`src/rtl/mips_sat_counter.sv`:
```
// 32-bit saturating up-counter.
//   clk_i   : clock, rising edge
//   rst_ni  : asynchronous active-low reset, count returns to 0
//   clr_i   : synchronous clear, wins over en_i
//   en_i    : increment by one unless already at all-ones
//   count_o : registered count value
module mips_sat_counter (
    input  logic        clk_i,
    input  logic        rst_ni,
    input  logic        clr_i,
    input  logic        en_i,
    output logic [31:0] count_o
);

    logic [31:0] count_q;
    logic [31:0] count_d;

    always_comb begin
        count_d = count_q;
        if (clr_i) begin
            count_d = '0;
        end else if (en_i && (count_q != '1)) begin
            count_d = count_q + 32'd1;
        end
    end

    always_ff @(posedge clk_i or negedge rst_ni) begin
        if (!rst_ni) begin
            count_q <= '0;
        end else begin
            count_q <= count_d;
        end
    end

    assign count_o = count_q;

endmodule

```
`config.mk`:
```
export PLATFORM = sky130hd
export DESIGN_NAME = mips_sat_counter
export DESIGN_NICKNAME = d
export VERILOG_FILES = /design/src/rtl/mips_sat_counter.sv
export SDC_FILE = /design/constraint.sdc
export NUM_CORES = 1
export LEC_CHECK = 0
export CAP_MARGIN = 30
export CORE_MARGIN = 5
export CORE_UTILIZATION = 41
export DETAILED_ROUTE_END_ITERATION = 10
export PLACE_DENSITY = 0.66
export REMOVE_ABC_BUFFERS = 1
export SETUP_SLACK_MARGIN = 0.3
export SLEW_MARGIN = 20
export SYNTH_ARGS = -nofsm -noshare
export SYNTH_HDL_FRONTEND = slang
export SYNTH_SLANG_ARGS = --single-unit
```
`constraint.sdc`:
```
create_clock -name clk_i -period 5 [get_ports clk_i]
set_input_delay 1 -clock clk_i [delete_from_list [all_inputs] [get_ports clk_i]]
set_output_delay 1 -clock clk_i [all_outputs]
set_load 0.005 [all_outputs]
```
Yosys cells after proc, flatten, opt, wreduce, memory -nomap -nowiden
Index checks and enable logic that the tools add are counted.
{"block": "totals", "latch_bits": 0, "mem_count": 0, "wordCells": 7, "ram_bits": 0, "regBits": 32, "output_inout_bits": 32, "mem_bits_ro": 0, "inputBits": 4}
{"block": "classes", "n_eq_ne": 1, "shift": 0, "n_mux": 2, "n_bitwise": 0, "n_div": 0, "multipliers": 0, "add_sub_neg": 1, "order_cmp": 0, "reduce_logical": 2}
{"operator": "$mux W32", "n": 2}
{"operator": "$add A32 B1 Y32 const B", "n": 1}
{"operator": "$ne A32 B32 Y1 const B", "n": 1}
{"operator": "$reduce_bool A2 Y1", "n": 1}
{"operator": "$logic_and A1 B1 Y1", "n": 1}

Depth between registers and ports, before layout
Gate-level depths: netlist of the first run.
{"block": "logic_depth", "depth_word": 4, "ltp_mapped": 8}

Least setup slack after synthesis of the first run
No wires, ideal clock.
{"block": "synth_timing", "path_type": "input port to flip-flop", "start": "input port en_i", "end": "register count_q[31] (netlist: count_o[31])", "path_stages": 6, "n_path_buf": 1, "arrival_time_ns": 2.210, "slack_ns": 2.665, "setup_time_ns": 0.125, "path_cell_list": "and3_1 -> nand4_1 -> a21o_1 -> buf_2 -> nor4_1 -> mux2_2"}
{"block": "synth_between", "elab_chain_cells": 2}
{"element": "start: declaration", "line": "11", "text": "input logic en_i,"}
{"element": "$logic_and A1 B1 Y1", "line": "22", "text": "end else if (en_i && (count_q != '1)) begin"}
{"element": "$reduce_bool A2 Y1 (no line)"}
{"element": "end signal: assignment", "line": "31", "text": "count_q <= count_d;"}
{"element": "end: declaration", "line": "15", "text": "logic [31:0] count_q;"}
Every way passes these cells.
A chain may end at the register's enable or synchronous reset.

Worst setup path in the final report of the first run
Ends and elaborated chain as after synthesis.

==> reports/qor.yml, run 1 <==
setup_path:
  cp_data_arrival_time_ns: 2.95
  critPathMaxStageDelay_ns: 0.52
  cp_num_buf_inv: 1
  startpoint_type: "primary input"
  cp_top_family: "simple AND/OR/NAND/NOR gates"
  worst_path_max_delay_cell: "clkdlybuf4s50_1"
  worst_ep_required_time_ns: 5.17
  path_cells: "clkdlybuf4s50_1 -> and3_1 -> nand4_1 -> a21o_1 -> nor4_1 -> mux2_2"
  end_kind: "flip-flop"
  crit_type: "in2reg"
  cp_max_fo: 19
cts:
  cts-root-buf: "clkbuf_8"
  post_cts_resized: 0
  cts_hold_buffers: 0
  htreeDepth: 2
  tritoncts: "built"
  cts_buffer_depth: 2
  clock-sinks: 32
  cts_setup_buffers: 0
  clk_pin_slew_ns: 0.07
  numCtsBuffers: 5
  clkLatencyLatePin_ns: 0.28
pwr:
  leakage_nw: 0.921
  power.density_mw_per_mm2: 211
  ir_drop_mv: 0.145
timing:
  finalSetupTns_ns: 0
  drv_slew: 0
  tightestPinTransition_ns: 0.650
  max_freq_mhz: 359
  finalCriticalPeriod_ns: 2.78
  rsz0062_at_grt: "false"
  fin_crit_sh_pct: 55.7
  setup_viol: 0
  skew_ns: 0.00579
  hold_viol: 0
  slew_headroom_pct: 56.3
  fin_ws_ns: 2.22
global_routing:
  track_usage_pct: 15.1
  antenna_found_initial: 0
  overflow: 0
  grt_max_degree: 39
  grt_pass1_wl_um: 7300
  grt_pass1_vias: 1475
synth:
  ys.flop_type: "dfrtp_1"
  synth_edf_count: 0
  ys_seq_elements: 32
  syn_inst: 198
  avgSynthCellArea_um2: 9.37
  synth.yosys.warnings: 0
  ys_seq_area_share_pct: 43.2
  syn_area_mm2: 0.00185
  synth_cell_types: 42
  async_flop_share_pct: 100
route:
  via_per_inst: 5.36
  first_iter_violations: 47
  route.detailed.drc: 0
  routed-via-count: 1544
  wire_per_inst_um: 14.7
  ant_nets: 0
  finalWirelength_um: 4230
  first_pass_iters: 4
cells_and_area:
  nets: 240
  drive_gt1_share_pct: 10.2
  fillCellCount: 421
  antenna_cells: 0
  stdcell_area_mm2: 0.00234
  area_growth_pct: 26.3
  largest_reg_flops: 32
floorplan:
  rows: 24
  die_area_mm2: 0.00597
  die_w_um: 77.3
  coreArea_mm2: 0.00438
  pin_count: 36
  die_y_um: 77.3
  start_util_pct: 42.3
placement:
  gp_congestion: 0.798
  place_ws_ns: 1.88
  hpwl_um: 2980
  dpl_cell_area_mm2: 0.00225
  port_buffers: 35
job:
  cap_violations: 0
outcome:
  status: "finished, final reports clean"
worst_hold_path:
  hp-class: "reg2reg"
==> cell type report <==
class,count,area [um2],share of cell area [%]
multi-input cells,152,995,42.5
flip-flops and latches,32,801,34.2
repair buffers,37,365,15.6
clock buffers,8,90.1,3.85
well taps,52,65.1,2.78
inverters,7,26.3,1.12
==> path summary, 6_finish.rpt <==
check / startpoint / end / slack [ns] / depth (start not counted)
worst min-delay path: count_o[28]$_DFFE_PN0P_ / count_o[28]$_DFFE_PN0P_ / 0.59 / 2
worst max-delay path: en_i / count_o[31]$_DFFE_PN0P_ / 2.22 / 6
worst min register to register: count_o[28]$_DFFE_PN0P_ / count_o[28]$_DFFE_PN0P_ / 0.59 / 2
min in group asynchronous: rst_ni / count_o[6]$_DFFE_PN0P_ / 1.13 / 2
worst max register to register: count_o[0]$_DFFE_PN0P_ / count_o[31]$_DFFE_PN0P_ / 2.65 / 6
max in group asynchronous: rst_ni / count_o[1]$_DFFE_PN0P_ / 3.57 / 2
==> synthesized netlist by cell type, drive strengths merged (2+ instances only) <==
cell	count	area share [%]
dfrtp	32	43
nor2	26	5.3
nand3	13	3.8
a21oi	11	3.0
nand2	11	2.2
xnor2	10	4.7
and3	8	3.0
inv	7	1.4
nand4	7	2.7
nor4	7	3.8
mux2	6	3.8
nor2b	6	2.0
a211oi	5	2.0
or3	5	1.7
clkbuf	4	0.81
nor3	4	1.1
o21ai	4	1.1
a21o	3	1.2
and2	3	1.0
buf	3	0.94
o31ai	3	1.2
or4	3	1.2
xor2	3	1.4
a31o	2	0.94
a31oi	2	1.5
nand2b	2	0.67
==> layout by cell type, fill, tap and decap left out, types with 4 or more instances in the layout <==
cell type / instances
nand3_1: 12
nand2_1: 11
o21ai_0: 4
a21oi_1: 11
inv_1: 7
and3_1: 7
a211oi_1: 5
nand4_1: 6
mux2_2: 5
xnor2_1: 10
or3_1: 5
clkdlybuf4s50_1: 35
clkbuf_8: 6
nor4_1: 4
nor3_1: 4
nor2_1: 26
dfrtp_1: 32
nor2b_1: 6
==> cells by family after synthesis <==
| kind of cell | count (synthesis) | synth area share [%] |
|---|---|---|
| AND/OR/NAND/NOR | 99 | 30.5 |
| multiplexers | 7 | 4.39 |
| AO/OA/AOI/OAI | 32 | 11.9 |
| XOR/XNOR | 13 | 6.14 |
| adder cells (fa/ha/maj) | 1 | 0.675 |
| buffers and inverters | 14 | 3.17 |
| flip-flops | 32 | 43.2 |
==> worst register-to-register path: cells and delay by family (launching register included) <==
kind	cells	cell delay, ns
adders and majority gates	1	0.25
DFF	1	0.44
muxes	1	0.29
AOI/OAI and AO/OA	1	0.52
and+or+nand+nor	3	0.74
==> metrics by stage <==
step	cells	power, W	hold slack, ns	util (%)
final	288	0.000493	0.591	53.4
after global routing	288	0.000517	0.636	53.4
after CTS	288	0.000501	0.595	53.4
after detailed placement	280	0.000295	0.583	51.4
after global placement	280	0.000294	0.580	51.4
after floorplan	191	0.000275	0.559	-
==> report_power, final <==
group          total [W]  switching (W)  leakage [nW]  internal, W
Clock           0.000204      0.0000920        0.0455     0.000112
Combinational  0.0000259      0.0000157         0.429    0.0000102
Sequential      0.000263     0.00000260         0.446     0.000261
Total           0.000493       0.000110         0.921     0.000383
==> layer usage <==
layer | global-route usage (%) | routed length [um] | up-vias
met1 | 20.9 | 2130 | 730
met2 | 23.0 | 1920 | 21
met5 | 0 | 0 | -
li1 | - | - | 788
met3 | 3.98 | 132 | 5
met4 | 4.64 | 47 | 0
Power figures use the tool's default switching activity.
==> run 2, diff against run 1 <==
- PLACE_DENSITY: 0.66 -> 0.68
- clock period: 5 -> 2.5 ns (I/O delays scaled with it)
==> reports/qor.yml, run 2 (same netlist as run 1, synthesis figures left out) <==
timing:
  max_freq_mhz: 473
  setup_viol: 0
  hold_viol: 0
  skew_ns: 0.00701
  rsz0062_at_grt: "false"
  worst_hold_slack_ns: 0.598
  finalCriticalPeriod_ns: 2.11
  finalSetupTns_ns: 0
  slew_headroom_pct: 55.6
  drv_slew: 0
  fin_crit_sh_pct: 84.5
  tightestPinTransition_ns: 0.661
route:
  route.detailed.drc: 0
  ant_nets: 0
  via_per_inst: 5.45
  finalWirelength_um: 4110
  first_pass_iters: 4
  routed-via-count: 1591
  first_iter_violations: 68
  wire_per_inst_um: 14.1
worst_hold_path:
  hp-class: "reg2reg"
setup_path:
  worst_path_max_delay_cell: "clkdlybuf4s50_1"
  cp_top_family: "buffers and inverters"
  crit_type: "in2reg"
  startpoint_type: "primary input"
  cp_max_fo: 11
  worst_ep_required_time_ns: 2.66
  cp_num_buf_inv: 2
  critPathMaxStageDelay_ns: 0.48
  end_kind: "flip-flop"
  cp_data_arrival_time_ns: 2.27
  path_cells: "clkdlybuf4s50_1 -> and3_1 -> nand4_1 -> a21o_2 -> buf_4 -> nor3_1 -> mux2_2"
pwr:
  finalPower_w: 0.000930
  leakage_nw: 0.946
  ir_drop_mv: 0.277
  power.density_mw_per_mm2: 392
floorplan:
  start_util_pct: 42.3
  die_area_mm2: 0.00597
  die_y_um: 77.3
  coreArea_mm2: 0.00438
  rows: 24
  pin_count: 36
  die_w_um: 77.3
cts:
  tritoncts: "built"
  clkLatencyLatePin_ns: 0.28
  numCtsBuffers: 5
  clk_pin_slew_ns: 0.06
  clock-sinks: 32
  cts_buffer_depth: 2
  cts_hold_buffers: 0
  htreeDepth: 2
  cts-root-buf: "clkbuf_8"
global_routing:
  grt_pass1_vias: 1547
  met3_usage_pct: 3.98
  antenna_found_initial: 0
  met2_usage_pct: 24.2
  gr-max-usage-layer: "met2"
  grt_pass1_wl_um: 7220
  grt_util_met1_pct: 19.1
  grt_max_degree: 33
  track_usage_pct: 14.8
  overflow: 0
cells_and_area:
  fillCellCount: 420
  nets: 247
  seq_area_um2: 801
  fin_cells: 292
  drive_gt1_share_pct: 12.9
  largest_reg_flops: 32
  multiInputGateArea_um2: 996
  antenna_cells: 0
  area_growth_pct: 28.1
  fin_util_pct: 54.2
  final_common_cell: "clkdlybuf4s50_1"
  layout_common_cells: "clkdlybuf4s50_1 (35), dfrtp_1 (32), nor2_1 (26), nand3_1 (12)"
placement:
  post-place-cells: 287
  port_buffers: 35
  hpwl_um: 3100
  gp_congestion: 0.761
job:
  cap_violations: 0
outcome:
  status: "finished, final reports clean"
run 2: cell types whose count changed in the layout (fill, tap and decap cells not counted), sizes merged:
| cell | change |
|---|---|
| buf | +7 |
| clkbuf | -3 |
run 2: stage by stage:
step                      area, um2  setup WS [ns]
final                          2370          0.387
after global routing           2370          0.335
after CTS                      2370          0.360
after detailed placement       2300         0.0788
after global placement         2300          0.106
after floorplan                1820          0.506
run 2: worst min-delay path: stages (launching register included):
cell and delay (ns):
dfrtp_1 0.41, o21ai_0 0.09, a21oi_1 0.06
run 2: worst paths after layout:
path	from	to	slack [ns]	cells past startpoint
worst max register to register	count_o[0]$_DFFE_PN0P_	count_o[19]$_DFFE_PN0P_	0.42	7
max in group asynchronous	rst_ni	count_o[11]$_DFFE_PN0P_	1.59	2
min in group asynchronous	rst_ni	count_o[30]$_DFFE_PN0P_	0.62	2
worst max-delay path	en_i	count_o[19]$_DFFE_PN0P_	0.39	7
worst min-delay path	count_o[15]$_DFFE_PN0P_	count_o[15]$_DFFE_PN0P_	0.60	2
worst min register to register	count_o[15]$_DFFE_PN0P_	count_o[15]$_DFFE_PN0P_	0.60	2
run 2: repair_timing:
action	in CTS	in global routing
setup endpoints to repair	0	1
buffers inserted	0	0
resized for setup	0	1
run 2: layout make-up:
class | instances | share of cell area [%]
timing repair buffer | 44 | 17.6
clock buffer | 5 | 2.90
inverter | 7 | 1.11
sequential | 32 | 33.7
tap | 52 | 2.74
multi-input combinational | 152 | 41.9
run 2: layer usage:
layer	routed length (um)	share of wire [%]	vias to the layer above
li1	-	-	798
met1	1980	48	761
met2	1920	47	28
met3	142	3.5	4
met4	59	1.4	0
met5	0	0	-
run 2: power by group:
part / internal (W) / switching [W] / total (W)
Sequential: 0.000521 / 0.00000527 / 0.000527
Combinational: 0.0000222 / 0.0000309 / 0.0000532
Clock: 0.000179 / 0.000171 / 0.000350
==> run 3, diff against run 2 <==
- PLACE_DENSITY: 0.68 -> 0.66
- clock period: 2.5 -> 2.2 ns (I/O delays scaled with it)
==> reports/qor.yml, run 3 (same netlist as run 1, synthesis figures left out) <==
timing:
  tightestPinTransition_ns: 0.438
  setup_viol: 0
  drv_slew: 0
  worst_hold_slack_ns: 0.549
  fin_crit_sh_pct: 87.3
  max_freq_mhz: 521
  fin_ws_ns: 0.279
  skew_ns: 0.00442
  finalCriticalPeriod_ns: 1.92
  rsz0062_at_grt: "true"
  hold_viol: 0
  slew_headroom_pct: 70.8
cells_and_area:
  drive_gt1_share_pct: 30.3
  final_common_cell: "clkdlybuf4s50_1"
  fillCellCount: 386
  layout_common_cells: "clkdlybuf4s50_1 (34), buf_4 (28), nor2_1 (26), dfrtp_1 (23)"
  fin_cells: 319
  largest_reg_flops: 32
  area_growth_pct: 46.0
  stdcell_area_mm2: 0.00271
  nets: 271
  antenna_cells: 0
cts:
  htreeDepth: 2
  clk_pin_slew_ns: 0.06
  cts_hold_buffers: 0
  cts_buffer_depth: 2
  clkLatencyLatePin_ns: 0.29
  tritoncts: "built"
  clock-sinks: 32
  cts-root-buf: "clkbuf_8"
  numCtsBuffers: 5
pwr:
  power.density_mw_per_mm2: 422
  ir_drop_mv: 0.369
  finalPower_w: 0.00114
  leakage_nw: 1.09
global_routing:
  grt_pass1_wl_um: 8200
  antenna_found_initial: 0
  grt_max_degree: 41
  grt_pass1_vias: 1785
  track_usage_pct: 16.7
  overflow: 0
floorplan:
  start_util_pct: 42.3
  die_y_um: 77.3
  rows: 24
  die_w_um: 77.3
  coreArea_mm2: 0.00438
  die_area_mm2: 0.00597
  pin_count: 36
route:
  first_iter_violations: 84
  routed-via-count: 1782
  first_pass_iters: 4
  finalWirelength_um: 4960
  route.detailed.drc: 0
  ant_nets: 0
  via_per_inst: 5.59
  wire_per_inst_um: 15.6
placement:
  port_buffers: 35
  gp_congestion: 0.783
  hpwl_um: 3170
  place_ws_ns: -0.182
  post-place-cells: 290
  dpl_cell_area_mm2: 0.00234
setup_path:
  r2r-start: "count_o[0]$_DFFE_PN0P_"
  worst_ep_required_time_ns: 2.37
  startpoint_type: "flip-flop"
  cp_max_fo: 4
  cp_data_arrival_time_ns: 2.09
  r2r_slack_ns: 0.28
  r2r_end: "count_o[3]$_DFFE_PN0P_"
  end_kind: "flip-flop"
  crit_type: "reg2reg"
  rr_worst_depth: 7
job:
  cap_violations: 0
worst_hold_path:
  hp-class: "in2async"
outcome:
  status: "finished, final reports clean"
## run 3: cell types whose count changed in the layout (fill, tap and decap cells not counted), moves of 2 or more
cell,previous run,this run
dfrtp_1,32,23
a21o_4,0,2
dfrtp_2,0,9
buf_4,9,28
a21oi_2,0,4
nor4_2,2,5
a21oi_1,11,7
clkbuf_1,0,2
nor4_1,4,0
nor3_1,4,2
buf_6,0,2
nor3_2,0,2
## run 3: layout make-up
| cell class | count | area [um2] | share of cell area, % |
|---|---|---|---|
| inverters | 7 | 26.3 | 0.970 |
| multi-input cells | 153 | 1110 | 40.9 |
| repair buffers | 67 | 607 | 22.4 |
| flip-flops and latches | 32 | 812 | 30.0 |
| well taps | 52 | 65.1 | 2.40 |
| clock buffers | 8 | 90.1 | 3.33 |
## run 3: through the flow
step	utilization [%]	TNS (ns)
6_report	61.8	0
5_1_grt	61.8	0
4_1_cts	57.9	0
3_5_place_dp	53.4	-0.956
3_3_place_gp	53.4	-0.486
2_1_floorplan	-	0
## run 3: worst max path at each step
stage               slack, ns  cells past startpoint                       to                     from
detailed placement      -0.18                      7  count_o[19]$_DFFE_PN0P_                     en_i
global route             0.21                      7   count_o[3]$_DFFE_PN0P_  count_o[17]$_DFFE_PN0P_
finish                   0.28                      7   count_o[3]$_DFFE_PN0P_   count_o[0]$_DFFE_PN0P_
floorplan                0.21                      6  count_o[31]$_DFFE_PN0P_   count_o[0]$_DFFE_PN0P_
CTS                      0.23                      7   count_o[3]$_DFFE_PN0P_   count_o[0]$_DFFE_PN0P_
global placement        -0.14                      7  count_o[19]$_DFFE_PN0P_                     en_i
## run 3: what timing repair did
action | 4_1_cts | 5_1_grt
pin swaps | 8 | 7
endpoints found under the hold margin | 0 | 0
gates cloned | 1 | 1
gates resized for setup | 8 | 26
endpoints found under the setup margin | 15 | 23
buffers inserted | 9 | 10
## run 3: layer usage
metal,share of wire [%],wire (um),track usage (%)
met1,45,2250,20.9
met2,49,2410,27.2
met3,4.5,223,3.51
met4,1.6,77,7.73
met5,0,0,0
## run 3: report_power, final
part | internal [W] | leakage [nW] | total (W) | switching, W
Sequential | 0.000592 | 0.431 | 0.000595 | 0.00000302
Clock | 0.000255 | 0.0455 | 0.000470 | 0.000215
Combinational | 0.0000346 | 0.612 | 0.0000775 | 0.0000428
## run 3: worst max-delay path: stages, from the launching register on
cell	delay, ns
dfrtp_1	0.37
ha_2	0.19
nand4_1	0.16
nor4_4	0.33
buf_4	0.19
a31oi_4	0.10
and3_4	0.19
mux2_4	0.28
